`src/rtl/pcs_descrambler_257b.sv`:
```
// 257b transcoded-block descrambler (1 + x^39 + x^58) with header-based
// lock tracking and a saturating header-error counter.
module pcs_descrambler_257b #(
    parameter int TRANSCODER_WIDTH = 257,
    parameter int LOCK_CNT         = 4,
    parameter int UNLOCK_CNT       = 3,
    parameter int ERR_CNT_WIDTH    = 16
) (
    input  logic                        clk,
    input  logic                        i_rst,
    input  logic                        i_valid,
    input  logic [TRANSCODER_WIDTH-1:0] i_scrambled,
    input  logic                        i_clear_err,
    output logic                        o_valid,
    output logic [TRANSCODER_WIDTH-1:0] o_data,
    output logic                        o_primed,
    output logic                        o_locked,
    output logic                        o_hdr_err,
    output logic [ERR_CNT_WIDTH-1:0]    o_hdr_err_count
);

    localparam int PW  = TRANSCODER_WIDTH - 1;
    localparam int SW  = 58;
    localparam int TAP = 39;
    localparam int CW  = 4;

    typedef enum logic {
        UNLOCKED = 1'b0,
        LOCKED   = 1'b1
    } lock_state_t;

    logic [SW-1:0]               state_q;
    logic                        loaded_q;
    lock_state_t                 lock_q;
    lock_state_t                 lock_d;
    logic [CW-1:0]               good_q;
    logic [CW-1:0]               good_d;
    logic [CW-1:0]               bad_q;
    logic [CW-1:0]               bad_d;
    logic                        err_inc;
    logic                        hdr_bad;
    logic [PW+SW-1:0]            ext;
    logic [PW-1:0]               pay;
    logic [TRANSCODER_WIDTH-1:0] desc;

    // ext[j] for j < SW is history; ext[k+SW] is received payload bit k
    assign ext = {i_scrambled[TRANSCODER_WIDTH-1:1], state_q};

    always_comb begin
        pay = '0;
        for (int k = 0; k < PW; k++) begin
            pay[k] = ext[k+SW] ^ ext[k+SW-TAP] ^ ext[k];
        end
    end

    assign desc = {pay, i_scrambled[0]};

    always_ff @(posedge clk or posedge i_rst) begin
        if (i_rst) begin
            state_q  <= '0;
            loaded_q <= 1'b0;
        end else if (i_valid) begin
            state_q  <= i_scrambled[TRANSCODER_WIDTH-1 -: SW];
            loaded_q <= 1'b1;
        end
    end

    always_comb begin
        lock_d  = lock_q;
        good_d  = good_q;
        bad_d   = bad_q;
        err_inc = 1'b0;
        hdr_bad = 1'b0;
        // only blocks descrambled with a fully loaded state are judged
        if (i_valid && loaded_q) begin
            hdr_bad = ~desc[0] && (desc[4:1] == 4'b1111);
            unique case (lock_q)
                UNLOCKED: begin
                    if (hdr_bad) begin
                        good_d = '0;
                    end else if (good_q == CW'(LOCK_CNT - 1)) begin
                        lock_d = LOCKED;
                        good_d = '0;
                        bad_d  = '0;
                    end else begin
                        good_d = good_q + 1'b1;
                    end
                end
                LOCKED: begin
                    if (hdr_bad) begin
                        err_inc = 1'b1;
                        if (bad_q == CW'(UNLOCK_CNT - 1)) begin
                            lock_d = UNLOCKED;
                            good_d = '0;
                            bad_d  = '0;
                        end else begin
                            bad_d = bad_q + 1'b1;
                        end
                    end else begin
                        bad_d = '0;
                    end
                end
                default: lock_d = UNLOCKED;
            endcase
        end
    end

    always_ff @(posedge clk or posedge i_rst) begin
        if (i_rst) begin
            lock_q <= UNLOCKED;
            good_q <= '0;
            bad_q  <= '0;
        end else begin
            lock_q <= lock_d;
            good_q <= good_d;
            bad_q  <= bad_d;
        end
    end

    assign o_locked = (lock_q == LOCKED);

    always_ff @(posedge clk or posedge i_rst) begin
        if (i_rst) begin
            o_valid   <= 1'b0;
            o_hdr_err <= 1'b0;
            o_primed  <= 1'b0;
            o_data    <= '0;
        end else begin
            o_valid   <= i_valid;
            o_hdr_err <= hdr_bad;
            if (i_valid) begin
                o_data   <= desc;
                o_primed <= loaded_q;
            end
        end
    end

    // clear takes priority over a coincident increment
    always_ff @(posedge clk or posedge i_rst) begin
        if (i_rst) begin
            o_hdr_err_count <= '0;
        end else if (i_clear_err) begin
            o_hdr_err_count <= '0;
        end else if (err_inc && (o_hdr_err_count != '1)) begin
            o_hdr_err_count <= o_hdr_err_count + ERR_CNT_WIDTH'(1);
        end
    end

endmodule

```
`config.mk`:
```
export PLATFORM = sky130hd
export DESIGN_NAME = pcs_descrambler_257b
export DESIGN_NICKNAME = d
export VERILOG_FILES = /design/src/rtl/pcs_descrambler_257b.sv
export SDC_FILE = /design/constraint.sdc
export NUM_CORES = 1
export LEC_CHECK = 0
export CAP_MARGIN = 40
export CELL_PAD_IN_SITES_DETAIL_PLACEMENT = 0
export CELL_PAD_IN_SITES_GLOBAL_PLACEMENT = 2
export CORE_ASPECT_RATIO = 1.4
export CORE_MARGIN = 2
export CORE_UTILIZATION = 33
export DETAILED_ROUTE_END_ITERATION = 10
export PLACE_DENSITY_LB_ADDON = 0.12
export SLEW_MARGIN = 20
export SYNTH_ARGS = -nofsm -noshare
export SYNTH_HDL_FRONTEND = slang
export SYNTH_SLANG_ARGS = --single-unit
```
`constraint.sdc`:
```
create_clock -name clk -period 30.2 [get_ports clk]
set_input_delay 6.04 -clock clk [delete_from_list [all_inputs] [get_ports clk]]
set_output_delay 6.04 -clock clk [all_outputs]
set_load 0.01 [all_outputs]
```
==> flow_summary.ini, run 1 <==
[cts]
cts_num_sinks = 344
htreeDepth = 2
postCtsSetupBuffers = 0
clk_pin_slew_ps = 60
cts_tree = built
cts-resized-gates = 0
cts_buffers = 39
clockRootBuffer = clkbuf_16
clk_latency_ps = 540
cts_hold_repair.buffers = 0
cts_buffer_depth = 3

[sta]
max_freq_mhz = 121
relSlewSlack_pct = 38.9
fin_crit_sh_pct = 27.4
clock_skew_ps = 17.9
whs_ps = 481
fin_crit_ps = 8260
setup_violations = 0
final_max_slew_viol_count = 0
hold_violations = 0
worstMarginPinSlew_ps = 917
rsz0062_at_grt = no
final.setup.tns_ps = 0

[worst_hold_path]
hp-class = flip-flop to flip-flop

[route]
num_vias = 11900
wl_per_cell_um = 20.6
wl_mm = 54.2
ant_nets = 0
drt_pass1_iterations = 4
viasPerCell = 4.53
drc = 0
drt_iter0_markers = 348

[yosys]
synth_top_area_share_pct = 48.9
yosysWarnings = 0
synth-seq-cells = 344
synthFlopType = dfrtp_1
synth_edf_count = 0
synth_largest_area_cell = dfrtp_1
synthArstFlopShare_pct = 100
netlist_area_sq_um = 17600
synth_cell_types = 41
syn-num-nets = 1600
seq_area_frac_synth_pct = 48.9
syn-instance-count = 1335
syn_avg_cell_area_sq_um = 13.2
netlist_top_cells_area = dfrtp_1 49%, xnor2_1 25%, mux2_1 20%

[placed_design]
dpl_cell_area_sq_um = 23800
portBuffers = 537
place_congestion = 0.787
dpl.hpwl_mm = 41.7

[global_route]
grt_max_degree = 149
grt_antenna_before_repair = 6
grt_usage_pct = 19.5
grt_pass1_vias = 12900
grt_overflow = 0
grt_first_pass_wirelength_mm = 81.3

[critical_path]
critPathArrivalTime_ps = 8680
crit_family = simple AND/OR/NAND/NOR gates
end_kind = flip-flop
critPathMaxFanout = 17
max_stage_delay_ps = 570
cp_cell_sequence = clkdlybuf4s50_1, xnor3_1, nor4_4, nand4_2, nor4_1, mux2_1
crit_required_ps = 30620
slowest_stage = clkdlybuf4s50_1
critical_path_class = input port to flip-flop
start_kind = input port
cp_num_buf_inv = 1

[flow_run]
drv_cap = 0

[layout]
nFillCells = 4923
final_area_sq_um = 25200
fin_util_pct = 47.6
regArea_sq_um = 8610
multi_input_area_sq_um = 8780
nets = 2144
area_delta_synth_final_pct = 43.3
drive_gt1_share_pct = 4.25

[die]
die_h_um = 277
start_util_pct = 33.2
die_x_um = 199
ioPinCount = 538
rows = 100
design.core.area_sq_um = 52900
fp.dieArea_sq_um = 55200

[power]
vdd_drop_max_v = 0.0000324
p_leak_uw = 0.00954
power_density_nw_per_um2 = 62.3

[run_status]
status = finished clean
-- power breakdown --
group / switching [uW] / internal, uW
combinational: 194 / 272
clock: 198 / 307
sequential: 51.3 / 548
total: 444 / 1130
-- layout make-up --
type	instances	area share (%)
antenna	3	0.0298
multi-input combinational	938	34.8
inverter	11	0.194
clock buffer	60	4.75
clock inverter	10	0.596
sequential	344	34.1
tap	714	3.54
timing repair buffer	545	21.9
-- worst reg2reg max path, stage by stage (launching register included) --
cell	delay (ps)
dfrtp_1	430
xnor3_1	420
nor4_4	480
nand4_2	480
nor4_1	440
mux2_1	360
-- layout by cell type, fill, tap and decap left out, drive strengths merged, types with 3 or more instances in the layout --
| master | n |
|---|---|
| ha | 4 |
| xnor2 | 504 |
| or3 | 8 |
| inv | 11 |
| or4 | 5 |
| diode | 3 |
| o21ai | 10 |
| bufinv | 4 |
| clkdlybuf4s50 | 536 |
| clkinv | 6 |
| nand2b | 4 |
| nand4 | 5 |
| nand3 | 10 |
| xnor3 | 4 |
| dfrtp | 344 |
| buf | 9 |
| mux2 | 312 |
| nor2 | 9 |
| a21oi | 16 |
| mux2i | 6 |
| nand2 | 8 |
| clkbuf | 60 |
| a21o | 3 |
| o31ai | 5 |
-- state kept, by name, indices dropped and copies added (netlist names) --
register         count
loaded_q             1
state_q             58
o_locked             1
o_primed             1
bad_q                4
o_data             257
o_valid              1
good_q               4
o_hdr_err            1
o_hdr_err_count     16
-- kinds of logic after synthesis --
| kind of cell | Yosys count | synth area share (%) |
|---|---|---|
| compound gates | 42 | 1.46 |
| simple gates | 64 | 2.16 |
| buf+inv | 53 | 1.15 |
| mux | 318 | 20.3 |
| flops | 344 | 48.9 |
| xor+xnor | 510 | 25.7 |
| fa+ha+maj | 4 | 0.285 |
-- through the flow --
step | total power [uW] | setup WS [ps] | instances
5_1_grt | 1650 | 21790 | 2624
4_1_cts | 1600 | 21950 | 2621
2_1_floorplan | 809 | 14620 | 1335
3_3_place_gp | 1070 | 21470 | 2549
3_5_place_dp | 1080 | 21370 | 2551
6_report | 1570 | 21940 | 2625
-- synthesized netlist by cell type, types with 3 or more instances --
master and count:
xnor2_1 504, dfrtp_1 344, mux2_1 305, clkbuf_1 23, buf_1 17, a21oi_1 16, inv_1 11, nand3_1 10
o21ai_1 10, nor2_1 9, nand2_1 8, or3_1 8, mux2_2 7, mux2i_1 6, o31ai_1 5, or4_1 5
ha_1 4, nand2b_1 4, nand4_1 4, xnor3_1 4, a21o_1 3
-- layer usage --
metal | vias to the layer above | wire, um | GRT usage, %
met3 | 75 | 4820 | 6.49
met2 | 354 | 27200 | 34.5
met5 | - | 43 | 0
met4 | 6 | 1410 | 5.51
met1 | 5885 | 20700 | 22.2
li1 | 5559 | - | -
-- final timing paths --
| check | start | end | slack [ps] | cells after the start |
|---|---|---|---|---|
| min in group asynchronous | i_rst | o_data[73] | 5990 | 2 |
| max reg2reg | state_q[21] | o_hdr_err_count[15] | 27480 | 5 |
| min reg2reg | o_data[58] | o_data[58] | 480 | 1 |
| min | o_data[58] | o_data[58] | 480 | 1 |
| max | i_scrambled[3] | o_hdr_err_count[15] | 21940 | 6 |
| max in group asynchronous | i_rst | state_q[50] | 22390 | 5 |
Note: power is estimated with default switching activity, not from simulation.
==> inputs of run 2 (changes only) <==
CORE_UTILIZATION = 28   (was 33)
clock period = 7.4 ns   (was 30.2 ns; I/O delays follow)
==> run 2 against run 1 <==
Against the previous run:
- die area grew 18%
- global-route usage shrank 1.6 points
- sequential share of layout area shrank 0.22 points
- via count grew 1.3%
- critical path type unchanged
- largest cell class unchanged
- highest routed layer unchanged
==> flow_summary.ini, run 2 (synthesis results as in run 1) <==
[run_status]
status = finished clean

[route]
drt_pass1_iterations = 4
drt_iter0_markers = 412
wl_mm = 58.9
viasPerCell = 4.38
wl_per_cell_um = 21.5
num_vias = 12000
ant_nets = 0
drc = 0

[flow_run]
drv_cap = 0

[layout]
final_common_cell = clkdlybuf4s50_1
reg.largest.list = o_data: 257 flops, state_q: 58 flops, o_hdr_err_count: 16 flops
layout_common_cells = 536 x clkdlybuf4s50_1, 504 x xnor2_1, 344 x dfrtp_1
drive_gt1_share_pct = 4.44
area_delta_synth_final_pct = 44.3
largest_register_ffs = 257
regMostFlops = o_data
nets = 2151
nFillCells = 5966

[cts]
cts-resized-gates = 0
htreeDepth = 2
postCtsSetupBuffers = 0
cts_buffer_depth = 3
cts_hold_repair.buffers = 0
clk_pin_slew_ps = 50
clockRootBuffer = clkbuf_16
cts_tree = built
cts_buffers = 41
cts_num_sinks = 344
clk_latency_ps = 560

[global_route]
grt_max_degree = 157
grt_usage_pct = 17.9
grt_overflow = 0
grt_pass1_vias = 12900
grt_first_pass_wirelength_mm = 86.8
grt_antenna_before_repair = 5

[die]
ioPinCount = 538
rows = 108
design.core.area_sq_um = 62000
die_x_um = 216
fp.dieArea_sq_um = 64900
start_util_pct = 28.4
die_h_um = 301

[sta]
final.setup.tns_ps = 0
fin_crit_sh_pct = 49.2
setup_violations = 0
rsz0062_at_grt = no
worstMarginPinSlew_ps = 820
whs_ps = 479
clock_skew_ps = 11.6
fin_crit_ps = 3640
hold_violations = 0
max_freq_mhz = 275
final_max_slew_viol_count = 0
relSlewSlack_pct = 45.3

[critical_path]
critical_path_class = input port to flip-flop
end_kind = flip-flop
critPathArrivalTime_ps = 4080
start_kind = input port
crit_required_ps = 7840
critPathMaxFanout = 17

[power]
p_leak_uw = 0.00955
power_density_nw_per_um2 = 253
power_uw = 6410
vdd_drop_max_v = 0.000143

[placed_design]
portBuffers = 537
place_congestion = 0.781
dpl.hpwl_mm = 45.5

[worst_hold_path]
hp-class = flip-flop to flip-flop
-- run 2: path summary, 6_finish.rpt --
check,endpoint,depth (start not counted),startpoint,slack [ps]
worst min-delay path,o_data[112],1,o_data[112],480
worst max-delay path,o_hdr_err_count[15],6,i_scrambled[4],3760
worst min register to register,o_data[112],1,o_data[112],480
min in group asynchronous,o_data[93],3,i_rst,1450
max in group asynchronous,o_data[74],4,i_rst,4770
worst max register to register,o_hdr_err_count[15],5,state_q[21],4670
-- run 2: power by group --
group	total, uW	leakage [uW]	switching [uW]	internal, uW
clock network	2040	0.000655	839	1200
registers	2440	0.00406	206	2240
logic	1930	0.00483	822	1110
total	6410	0.00955	1870	4550
-- run 2: metal layers --
metal	wire length (um)	up-vias	part of all wire [%]	global-route usage, %
met5	41	-	0.070	0
met4	2030	6	3.4	6.35
met3	5260	79	8.9	6.97
met2	28900	386	49	30.6
met1	22600	5969	38	20.4
li1	-	5594	-	-
-- run 2: final cells by class --
| cell class | instances | area [sq um] | share of cell area, % |
|---|---|---|---|
| repair buffers | 550 | 5580 | 22.0 |
| clock inverters | 7 | 63.8 | 0.251 |
| clock buffers | 66 | 1260 | 4.97 |
| diodes | 4 | 10.0 | 0.0394 |
| flip-flops and latches | 344 | 8610 | 33.9 |
| multi-input cells | 938 | 8780 | 34.6 |
| inverters | 11 | 45.0 | 0.177 |
| well taps | 825 | 1030 | 4.07 |
-- run 2: worst max-delay path, cell delays in order --
cell             delay, ps
clkdlybuf4s50_1        550
xnor3_1                340
nor4_4                 430
nand4_2                460
nor4_1                 450
mux2_1                 360
-- run 2: stage by stage --
| stage | instances | worst slack [ps] | instance area [sq um] | utilization, % |
|---|---|---|---|---|
| after floorplan | 1335 | 1320 | 17600 | - |
| after global placement | 2664 | 3200 | 23900 | 38.6 |
| after detailed placement | 2666 | 3140 | 24000 | 38.7 |
| after CTS | 2739 | 3750 | 25300 | 40.8 |
| after global routing | 2742 | 3570 | 25400 | 40.9 |
| final | 2745 | 3760 | 25400 | 40.9 |
==> inputs of run 3 (changes only) <==
CORE_UTILIZATION = 31   (was 28)
clock period = 3.4 ns   (was 7.4 ns; I/O delays follow)
==> run 3 against run 2 <==
Against the previous run:
- hold slack improved by 3.5 ps
- wire length decreased by 5.5%
- via count decreased by 0.91%
- sequential share of layout area increased by 0.25 points
- global-route usage increased by 0.96 points
- cell count decreased by 3.2%
- sequential cell count unchanged
==> flow_summary.ini, run 3 (synthesis results as in run 1) <==
[run_status]
status = finished clean

[route]
num_vias = 11900
drt_iter0_markers = 340
drc = 0
wl_per_cell_um = 20.9
viasPerCell = 4.49
wl_mm = 55.6
ant_nets = 0
drt_pass1_iterations = 4

[sta]
max_freq_mhz = 378
final_max_slew_viol_count = 0
setup_violations = 0
worstMarginPinSlew_ps = 1120
whs_ps = 483
hold_violations = 0
rsz0062_at_grt = no
fin_crit_sh_pct = 77.8
relSlewSlack_pct = 25.4
clock_skew_ps = 12.1
fin_crit_ps = 2650

[global_route]
grt_pass1_vias = 13100
grt_first_pass_wirelength_mm = 83.5
grtUsageMet1_pct = 21.1
grtUsageMet2_pct = 33.7
grt_usage_pct = 18.9
grt_overflow = 0
met3_usage_pct = 6.47
grt_busiest_layer = met2
grt_max_degree = 157
grt_antenna_before_repair = 8

[cts]
cts_buffers = 40
cts-resized-gates = 0
cts_buffer_depth = 3
cts_hold_repair.buffers = 0
cts_tree = built
htreeDepth = 2
clk_latency_ps = 550
cts_num_sinks = 344
clk_pin_slew_ps = 60
postCtsSetupBuffers = 0
clockRootBuffer = clkbuf_16

[flow_run]
drv_cap = 0

[critical_path]
reg2reg_from = state_q[21]
r2r_slack_ps = 890
end_kind = flip-flop
critPathArrivalTime_ps = 3080
reg2regPathDepth = 6
r2r_end = o_hdr_err_count[15]
max_stage_delay_ps = 550
start_kind = input port
critical_path_class = input port to flip-flop
critPathMaxFanout = 17
cp_cell_sequence = clkdlybuf4s50_1, xnor3_1, nor4_4, nand4_2, buf_4, nor4_1, mux2_1
slowest_stage = clkdlybuf4s50_1
crit_required_ps = 3840

[worst_hold_path]
holdPathEnd = o_data[144]
whs_path_depth = 1
hp-start = o_data[144]
hp-class = flip-flop to flip-flop

[die]
design.core.area_sq_um = 56300
ioPinCount = 538
die_x_um = 205
die_h_um = 286
rows = 103
fp.dieArea_sq_um = 58700
start_util_pct = 31.2

[layout]
area_delta_synth_final_pct = 43.2
nFillCells = 5316
nets = 2154
reg.largest.list = o_data: 257 flops, state_q: 58 flops, o_hdr_err_count: 16 flops
final_area_sq_um = 25200
largest_register_ffs = 257
fin_util_pct = 44.7
layout_common_cells = 536 x clkdlybuf4s50_1, 504 x xnor2_1, 344 x dfrtp_1
drive_gt1_share_pct = 4.49
regMostFlops = o_data
final_common_cell = clkdlybuf4s50_1

[power]
p_leak_uw = 0.00952
power_uw = 13600
vdd_drop_max_v = 0.000335
power_density_nw_per_um2 = 540

[placed_design]
portBuffers = 537
dpl.hpwl_mm = 43.0
place_congestion = 0.788
dpl_cell_area_sq_um = 24000
## run 3: critical path: cells and delay by family
kind          cells  cell delay (ps)
mux               1              370
xor+xnor          1              300
simple gates      3              960
buf+inv           2              770
## run 3: power by group
group          total [uW]  leakage, uW  switching [uW]  internal, uW
registers            5310      0.00406             445          4870
clock network        4130     0.000607            1770          2370
logic                4170      0.00485            1740          2430
total               13600      0.00952            3950          9660
## run 3: stage by stage
| step | setup TNS, ps | cells | setup WS, ps |
|---|---|---|---|
| floorplan | -647580 | 1335 | -1880 |
| global placement | 0 | 2582 | 233 |
| detailed placement | 0 | 2582 | 187 |
| CTS | 0 | 2651 | 787 |
| global route | 0 | 2654 | 579 |
| finish | 0 | 2656 | 755 |
## run 3: worst max path at each step
stage | startpoint | endpoint | depth (start not counted)
2_1_floorplan | i_rst | bad_q[0] | 1
3_3_place_gp | i_scrambled[3] | o_hdr_err_count[14] | 6
3_5_place_dp | i_scrambled[3] | o_hdr_err_count[15] | 7
4_1_cts | i_scrambled[3] | o_hdr_err_count[10] | 6
5_1_grt | i_scrambled[3] | o_hdr_err_count[15] | 7
6_report | i_scrambled[3] | o_hdr_err_count[15] | 7
## run 3: layer usage
metal,share of wire [%],vias up
met4,2.4,6
met5,0.072,-
met3,8.3,66
met1,38,5896
met2,51,364
li1,-,5593
## run 3: final cells by class
class                           instances  area [sq um]  share of cell area [%]
Timing Repair Buffer                  554          5610                    22.3
Inverter                               11          45.0                   0.179
Multi-Input combinational cell        938          8780                    34.9
Antenna cell                            5          12.5                  0.0497
Clock inverter                          9          51.3                   0.204
Tap cell                              735           920                    3.65
Clock buffer                           60          1170                    4.63
Sequential cell                       344          8610                    34.2
